`config.mk`:
```
export PLATFORM = sky130hd
export DESIGN_NAME = mul_tree_arbiter_flat
export DESIGN_NICKNAME = d
export VERILOG_FILES = /design/src/rtl/mul_tree_arbiter_if.sv /design/src/rtl/mul_tree_arbiter.sv /design/src/flat_wrapper.sv
export SDC_FILE = /design/constraint.sdc
export NUM_CORES = 1
export LEC_CHECK = 0
export ABC_AREA = 1
export BUFFER_PORTS_ARGS = -buffer_cell sky130_fd_sc_hd__clkbuf_2
export CORE_MARGIN = 10
export CORE_UTILIZATION = 45
export DETAILED_ROUTE_END_ITERATION = 8
export PLACE_DENSITY = 0.84
export SLEW_MARGIN = 20
export SYNTH_ARGS = -nofsm -noshare
export SYNTH_HDL_FRONTEND = slang
export SYNTH_SLANG_ARGS = --single-unit
```
`constraint.sdc`:
```
create_clock -name clk -period 3.4 [get_ports clk]
set_input_delay 0.51 -clock clk [delete_from_list [all_inputs] [get_ports clk]]
set_output_delay 0.51 -clock clk [all_outputs]
set_load 0.02 [all_outputs]
```
`src/rtl/mul_tree_arbiter_if.sv`:
```
// Client/tree bundle for mul_tree_arbiter.
// slave = arbiter view, master = clients plus tree.
interface mul_tree_arbiter_if #(
  parameter int NUM_REQ = 4
);
  logic [NUM_REQ-1:0]    req;
  logic [32*NUM_REQ-1:0] req_a;
  logic [32*NUM_REQ-1:0] req_b;
  logic [NUM_REQ-1:0]    gnt;
  logic [NUM_REQ-1:0]    rsp_valid;
  logic [NUM_REQ-1:0]    rsp_ready;
  logic [63:0]           rsp_data;
  logic                  rsp_ovf;
  logic [31:0]           mul_a;
  logic [31:0]           mul_b;
  logic [63:0]           mul_out;
  logic                  mul_ovf;

  modport slave (
    input  req,
    input  req_a,
    input  req_b,
    input  rsp_ready,
    input  mul_out,
    input  mul_ovf,
    output gnt,
    output rsp_valid,
    output rsp_data,
    output rsp_ovf,
    output mul_a,
    output mul_b
  );

  modport master (
    output req,
    output req_a,
    output req_b,
    output rsp_ready,
    output mul_out,
    output mul_ovf,
    input  gnt,
    input  rsp_valid,
    input  rsp_data,
    input  rsp_ovf,
    input  mul_a,
    input  mul_b
  );
endinterface

```
`src/rtl/mul_tree_arbiter.sv`:
```
// Round-robin sharing of one combinational 32x32 multiplier tree,
// with the tree treated as a MUL_CYCLES multicycle path.
module mul_tree_arbiter #(
  parameter int NUM_REQ    = 4,
  parameter int MUL_CYCLES = 3
) (
  input  logic             clk,
  input  logic             rst_n,
  mul_tree_arbiter_if.slave bus,
  output logic             busy
);
  localparam int IW = $clog2(NUM_REQ);
  localparam int CW = (MUL_CYCLES > 1) ? $clog2(MUL_CYCLES) : 1;

  typedef enum logic [1:0] {
    IDLE,
    CALC,
    RESP
  } state_t;

  state_t state;
  state_t state_nxt;

  logic [IW-1:0]      rr_ptr;
  logic [IW-1:0]      owner;
  logic [IW-1:0]      win;
  logic               found;
  logic [31:0]        win_a;
  logic [31:0]        win_b;
  logic [CW-1:0]      cnt;
  logic [NUM_REQ-1:0] valid_q;
  logic [63:0]        data_q;
  logic               ovf_q;
  logic [31:0]        a_q;
  logic [31:0]        b_q;
  logic               own_ready;
  logic               take;
  logic               capture;
  logic               release_rsp;

  // First set request at or above rr_ptr, wrapping around.
  always_comb begin : pick
    int idx;
    idx   = 0;
    found = 1'b0;
    win   = '0;
    win_a = '0;
    win_b = '0;
    for (int k = 0; k < NUM_REQ; k++) begin
      idx = int'(rr_ptr) + k;
      if (idx >= NUM_REQ) idx = idx - NUM_REQ;
      if (!found && bus.req[idx]) begin
        found = 1'b1;
        win   = IW'(idx);
        win_a = bus.req_a[32*idx +: 32];
        win_b = bus.req_b[32*idx +: 32];
      end
    end
  end

  // valid_q is one-hot on the owner, so this is rsp_ready[owner].
  assign own_ready = |(bus.rsp_ready & valid_q);

  always_comb begin
    state_nxt   = state;
    take        = 1'b0;
    capture     = 1'b0;
    release_rsp = 1'b0;
    unique case (state)
      IDLE: begin
        if (found) begin
          take      = 1'b1;
          state_nxt = CALC;
        end
      end
      CALC: begin
        if (cnt == '0) begin
          capture   = 1'b1;
          state_nxt = RESP;
        end
      end
      RESP: begin
        if (own_ready) begin
          release_rsp = 1'b1;
          state_nxt   = IDLE;
        end
      end
      default: state_nxt = IDLE;
    endcase
  end

  always_ff @(posedge clk) begin
    if (!rst_n) state <= IDLE;
    else        state <= state_nxt;
  end

  always_ff @(posedge clk) begin
    if (!rst_n) begin
      rr_ptr  <= '0;
      owner   <= '0;
      cnt     <= '0;
      a_q     <= '0;
      b_q     <= '0;
      data_q  <= '0;
      ovf_q   <= 1'b0;
      valid_q <= '0;
    end else begin
      if (take) begin
        a_q    <= win_a;
        b_q    <= win_b;
        owner  <= win;
        cnt    <= CW'(MUL_CYCLES - 1);
        rr_ptr <= (win == IW'(NUM_REQ - 1)) ? '0
                                           : win + 1'b1;
      end
      if (state == CALC && cnt != '0) begin
        cnt <= cnt - 1'b1;
      end
      if (capture) begin
        data_q  <= bus.mul_out;
        ovf_q   <= bus.mul_ovf;
        valid_q <= NUM_REQ'(1) << owner;
      end
      if (release_rsp) begin
        valid_q <= '0;
      end
    end
  end

  assign bus.gnt       = take ? (NUM_REQ'(1) << win) : '0;
  assign bus.rsp_valid = valid_q;
  assign bus.rsp_data  = data_q;
  assign bus.rsp_ovf   = ovf_q;
  assign bus.mul_a     = a_q;
  assign bus.mul_b     = b_q;
  assign busy          = (state != IDLE);
endmodule
```
`src/flat_wrapper.sv`:
```
// flat-port wrapper written by rule: the top's interface ports become plain ports
module mul_tree_arbiter_flat 
#(
  parameter int NUM_REQ    = 4,
  parameter int MUL_CYCLES = 3
)
  (clk, rst_n, busy, bus_req, bus_req_a, bus_req_b, bus_rsp_ready, bus_mul_out, bus_mul_ovf, bus_gnt, bus_rsp_valid, bus_rsp_data, bus_rsp_ovf, bus_mul_a, bus_mul_b);
  mul_tree_arbiter_if #(.NUM_REQ(NUM_REQ)) bus_i ();
  input  logic clk;
  input  logic rst_n;
  output logic busy;
  input wire logic [$bits(bus_i.req)-1:0] bus_req;
  input wire logic [$bits(bus_i.req_a)-1:0] bus_req_a;
  input wire logic [$bits(bus_i.req_b)-1:0] bus_req_b;
  input wire logic [$bits(bus_i.rsp_ready)-1:0] bus_rsp_ready;
  input wire logic [$bits(bus_i.mul_out)-1:0] bus_mul_out;
  input wire logic [$bits(bus_i.mul_ovf)-1:0] bus_mul_ovf;
  output wire logic [$bits(bus_i.gnt)-1:0] bus_gnt;
  output wire logic [$bits(bus_i.rsp_valid)-1:0] bus_rsp_valid;
  output wire logic [$bits(bus_i.rsp_data)-1:0] bus_rsp_data;
  output wire logic [$bits(bus_i.rsp_ovf)-1:0] bus_rsp_ovf;
  output wire logic [$bits(bus_i.mul_a)-1:0] bus_mul_a;
  output wire logic [$bits(bus_i.mul_b)-1:0] bus_mul_b;
  assign bus_i.req = bus_req;
  assign bus_i.req_a = bus_req_a;
  assign bus_i.req_b = bus_req_b;
  assign bus_i.rsp_ready = bus_rsp_ready;
  assign bus_i.mul_out = bus_mul_out;
  assign bus_i.mul_ovf = bus_mul_ovf;
  assign bus_gnt = bus_i.gnt;
  assign bus_rsp_valid = bus_i.rsp_valid;
  assign bus_rsp_data = bus_i.rsp_data;
  assign bus_rsp_ovf = bus_i.rsp_ovf;
  assign bus_mul_a = bus_i.mul_a;
  assign bus_mul_b = bus_i.mul_b;
  mul_tree_arbiter #(.NUM_REQ(NUM_REQ), .MUL_CYCLES(MUL_CYCLES)) u_core (.clk(clk), .rst_n(rst_n), .bus(bus_i), .busy(busy));
endmodule
```
### Word level (Yosys, flattened, before mapping)

Cells that the tools add are included.
Widths: inputs -> output; s select.

| storage, ports and cells | value |
|---|---|
| output and inout port bits | 138 |
| flip-flop bits (word level) | 141 |

| cells by class | value |
|---|---|
| equality and inequality tests | 6 |
| $lt $le $gt $ge | 8 |
| reduce and logical (&&, ||, !) cells | 15 |
| add/subtract/negate cells | 9 |
| shift operators | 10 |
| bitwise operators | 2 |
| multiplexer cells | 46 |

Operators by type and width:

| operator | count |
|---|---|
| $shiftx 128x32->32 | 8 |
| $mux 32 | 12 |
| $lt 32x4->1 const B | 4 |
| $ge 32x4->1 const B | 3 |
| $sub 32x4->32 const B | 3 |
| $mux 2 | 10 |
| $mux 1 | 18 |
| $bmux 1 s2 | 4 |
| $shl 1x2->4 const A | 2 |
| $add 2x2->3 const B | 2 |
| $ne 2x1->1 const B | 3 |
| $pmux 2 s3 | 1 |
| $reduce_bool 2->1 | 3 |
| $and 4x4->4 | 1 |
| $eq 2x2->1 const B | 2 |
| $logic_and 1x1->1 | 4 |
| $logic_not 2->1 | 2 |
| $mux 4 | 1 |
| $reduce_or 4->1 | 1 |
| $sub 2x3->4 const B | 1 |
| $add 2x1->3 const B | 1 |
| $ge 2x3->1 const B | 1 |
| $logic_not 1->1 | 3 |
| $reduce_and 3->1 | 1 |
| other kinds (5) | 5 |

### Depth between registers and ports, before layout

| depth | value |
|---|---|
| depth in word-level cells | 19 |
| depth in mapped cells | 19 |

### Worst setup path before layout

OpenSTA, ideal clock, no wires.

| timing path | value |
|---|---|
| path type | reg-to-output |
| from | reg u_core.rr_ptr[0] |
| to | out bus_gnt[2] |
| slack | 0.109 ns |
| data required time | 2.890 ns |
| path buffers | 7 |
| cell stages (with the launch flop) | 17 |
| arrival time | 2.781 ns |
| path through | dfxtp_1 -> buf_6 -> inv_2 -> buf_6 -> buf_2 -> buf_2 -> ha_1 -> clkbuf_1 -> buf_2 -> buf_1 -> a31oi_1 -> nand3_1 -> nand2_1 -> inv_1 -> ha_1 -> inv_1 -> nor2_1 |

| between the ends | value |
|---|---|
| elaborated cells between the ends (all ways) | 45 |
| classes of those cells | 7 x add/sub; 4 x order compare; 1 x shift; 27 x mux; 6 x reduce/logical |

RTL lines:

| what | line | text |
|---|---|---|
| start: declaration | mul_tree_arbiter.sv:24 | `logic [IW-1:0] rr_ptr;` |
| start signal: assignment | mul_tree_arbiter.sv:113 | `rr_ptr <= (win == IW'(NUM_REQ - 1)) ? '0` |
| branches (longest 14 deep; another with $sub 32x4->32) | - |  |
| $mux 2 (*) | mul_tree_arbiter.sv:52 | `if (!found && bus.req[idx]) begin` |
| via u_core.win[1] | mul_tree_arbiter.sv:26 | `logic [IW-1:0] win;` |
| $shl 1x2->4 (*) | mul_tree_arbiter.sv:130 | `assign bus.gnt = take ? (NUM_REQ'(1) << win) : '0;` |
| $mux 4 (*) | mul_tree_arbiter.sv:130 |  |
| end: declaration | flat_wrapper.sv:18 | `output wire logic [$bits(bus_i.gnt)-1:0] bus_gnt;` |

Mark *: on every way through the listed nets, which the timed path passes. The select of a mux whose other input is x is not followed.

### Worst setup path after layout

| timing path | value |
|---|---|
| from | reg u_core.rr_ptr[0] |
| to | out bus_gnt[0] |

| between the ends | value |
|---|---|
| word-level cells in the longest chain between the ends | 18 |
| elaborated cells between the ends (all ways) | 45 |
| classes of those cells | 7 x add/sub; 4 x order compare; 1 x shift; 27 x mux; 6 x reduce/logical |

RTL lines:

| what | line |
|---|---|
| branches (longest 17 deep; another with $sub 32x4->32) | - |
| $mux 4 (*) | mul_tree_arbiter.sv:130 |

Every way passes the cells marked *. The select of a mux whose other input is x is not followed.

==> impl_metrics.tcl <==
set metrics [dict create \
    die-area_um2 37220 \
    drive_above_1_share_pct 19.57 \
    dp_cells 3258 \
    cts.htree.levels 4 \
    grt_max_degree 284 \
    cp-end-kind "output pin" \
    seqPwrFrac_pct 16.2 \
    ys_ff_latch 141 \
    place_congestion 0.8983 \
    antenna_found_initial 5 \
    grt_use_total_pct 27.23 \
    die_x_um 192.9 \
    hold_path_class "in2reg" \
    cts-root-buf "clkbuf_16" \
    stdcell_count 3296 \
    core-area_um2 29560 \
    grt_pass1_vias 17044 \
    vias_per_cell 5.406 \
    critPathMaxFanout 73 \
    rows 63 \
    max_freq_mhz 317.7 \
    clockBufferDepth 2 \
    cap_violations 0 \
    finalCritPeriodShare_pct 92.59 \
    cts.sinks 141 \
    rsz0062_at_grt "no" \
    switching_share_pct 56.19 \
    grt-ovfl-total 0 \
    ir_drop_v 0.0006221 \
    p_int_mw 6.915 \
    worstSetupPathType "reg2out" \
    synth_area_um2 13460 \
    area_growth_pct 22.21 \
    post-place-ws_ps 638.1 \
    drt_first_pass_iters 8 \
    cts_buffers 17 \
    power.density_nw_per_um2 959.9 \
    clock_skew_ps 17.23 \
    leakage_nw 8.717 \
    r2r-end "u_core.bus.mul_b[14]" \
    rrSetupSlack_ps 570 \
    p_comb_share_pct 71.2 \
    start_util_pct 45.52 \
    vias 17817 \
    wl_per_cell_um 16.54 \
    cp-start-kind "flop" \
    wl_mm 54.51 \
    arrival_ps 2640 \
    fin_ws_ps 251.9 \
    worst_pin_slew_ps 991.0 \
    clock_latency_ps 430 \
    finalSetupTns_ps 0 \
    dp_hpwl_mm 38.02 \
    cts_tree "yes" \
    netlist_instances 2557 \
    rr_worst_depth 12 \
    min-delay-start "bus_mul_out[30]" \
    drtIter0Drc 1854 \
    fin_crit_ps 3148 \
    synth_warnings 0 \
    timing.rr.start "u_core.rr_ptr[1]" \
    critPathLaunch "u_core.rr_ptr[0]" \
    slew_viol_final 0 \
    power_mw 15.78 \
    pwr-share-clk_pct 12.6 \
    synth_cell_types 31 \
    seq_area_frac_synth_pct 20.98 \
    synth.avg_cell_area_um2 5.262 \
    path_clk_slew_ps 80 \
    outcome "complete, no violations" \
    pin_count 469 \
    setup_viol 0 \
    power.net_switching_mw 8.868 \
    die_h_um 192.9 \
    drc_errors 0 \
    port_buffers 468 \
    cp-endpoint "bus_gnt[0]" \
    grt_pass1_wl_mm 83.57 \
    syn_nets 2898 \
    fin_nets 3230 \
    worst_slew_margin_rel_pct 33.93 \
    worstPathRequired_ps 2890 \
    hold_violations 0 \
    hold_buffers 0 \
    ant_nets 0 \
]
## critical path: stages (launching register included)
cell      delay (ps)
dfxtp_4          410
inv_4             80
ha_4             280
inv_6             60
buf_4            600
nand3_1          150
nand2_1          110
nand4_2          150
nand2_4          130
nor2_1            70
clkbuf_2         160
## per-stage QoR
step                hold slack, ps  cell area (µm²)  utilization (%)
global placement             440.0            15760            53.32
floorplan                    426.6            13460                -
detailed placement           454.4            15760            53.32
CTS                          286.3            16380            55.40
global route                 294.2            16440            55.63
finish                       303.3            16440            55.63
## worst min-delay path by stage
| stage | slack (ps) | cells after the start | end |
|---|---|---|---|
| after detailed placement | 450 | 2 | u_core.bus.rsp_data[53] |
| after floorplan | 430 | 1 | u_core.cnt[0] |
| after global routing | 290 | 3 | u_core.bus.rsp_data[45] |
| after CTS | 290 | 3 | u_core.bus.rsp_data[45] |
| final | 300 | 3 | u_core.bus.rsp_data[30] |
| after global placement | 440 | 1 | u_core.cnt[0] |
## routing by layer
layer | part of all wire [%] | global-route usage, %
met5 | 0.015 | 0
met4 | 3.9 | 14.14
met3 | 10 | 5.421
met2 | 48 | 46.76
met1 | 38 | 31.48
## state kept, by name, indices dropped and copies added (netlist names)
signal / cells
u_core.bus.rsp_data: 64
u_core.bus.mul_a: 32
u_core.bus.mul_b: 32
u_core.bus.rsp_valid: 4
u_core.cnt: 2
u_core.owner: 2
u_core.rr_ptr: 2
u_core.state: 2
u_core.bus.rsp_ovf: 1
## synthesized netlist by cell type (all sizes together)
master | number | area, µm²
o21ai | 352 | 1762
mux2i | 15 | 150.1
nand2 | 763 | 2892
nand3b | 12 | 90.09
a22o | 2 | 17.52
clkbuf | 100 | 376.6
buf | 96 | 569.3
ha | 10 | 125.1
clkinv | 2 | 7.510
nand3 | 89 | 465.5
nor2 | 423 | 1590
o22ai | 64 | 400.4
nand4 | 3 | 40.04
a31oi | 1 | 6.260
inv | 292 | 1096
dfxtp | 141 | 2823
o211ai | 33 | 247.7
a21oi | 158 | 790.8
or2 | 1 | 6.260
## kinds of logic after synthesis
| group | after synthesis | share of synthesized area [%] |
|---|---|---|
| buffers and inverters | 490 | 15.23 |
| and+or+nand+nor | 1291 | 37.78 |
| AOI/OAI and AO/OA | 610 | 23.96 |
| DFF | 141 | 20.98 |
| muxes | 15 | 1.116 |
| adders and majority gates | 10 | 0.9299 |
## placed cells by master (no fill, tap or decap), types with 2 or more instances in the layout
cell type / n
nand2_1: 753
clkbuf_2: 467
nor2_1: 422
inv_1: 286
o21ai_0: 211
a21oi_1: 158
o21ai_1: 141
dfxtp_1: 139
nand3_1: 85
o22ai_1: 64
o211ai_1: 33
buf_4: 32
clkbuf_16: 18
mux2i_1: 15
nand3b_1: 12
ha_1: 9
nand2_2: 7
buf_12: 6
clkinv_8: 5
inv_8: 5
diode_2: 4
nand3_2: 3
nand2_4: 3
inv_2: 3
clkinv_4: 3
inv_4: 2
inv_6: 2
clkinv_1: 2
a22o_1: 2
dfxtp_4: 2
## power by group through the flow
stage	clock network (mW)	registers (mW)	logic [mW]
floorplan	0	3.07	7.79
global placement	0	2.56	10.6
detailed placement	0	2.58	11.0
CTS	2.01	2.55	11.0
global route	2.07	2.61	12.6
finish	1.98	2.56	11.2
## what timing repair did
| action | CTS | global route |
|---|---|---|
| endpoints found under the setup margin | 0 | 2 |
| setup buffers | 0 | 0 |
| gates resized for setup | 0 | 1 |
## cell type report
class	count	area, µm²
inverter	294	1114
tap	390	488.0
sequential	141	2830
multi-input combinational	1926	8621
clock buffer	17	425.4
clock inverter	15	188.9
timing repair buffer	509	2766
antenna	4	10.01
fill	2930	13120
Power figures use the tool's default switching activity.
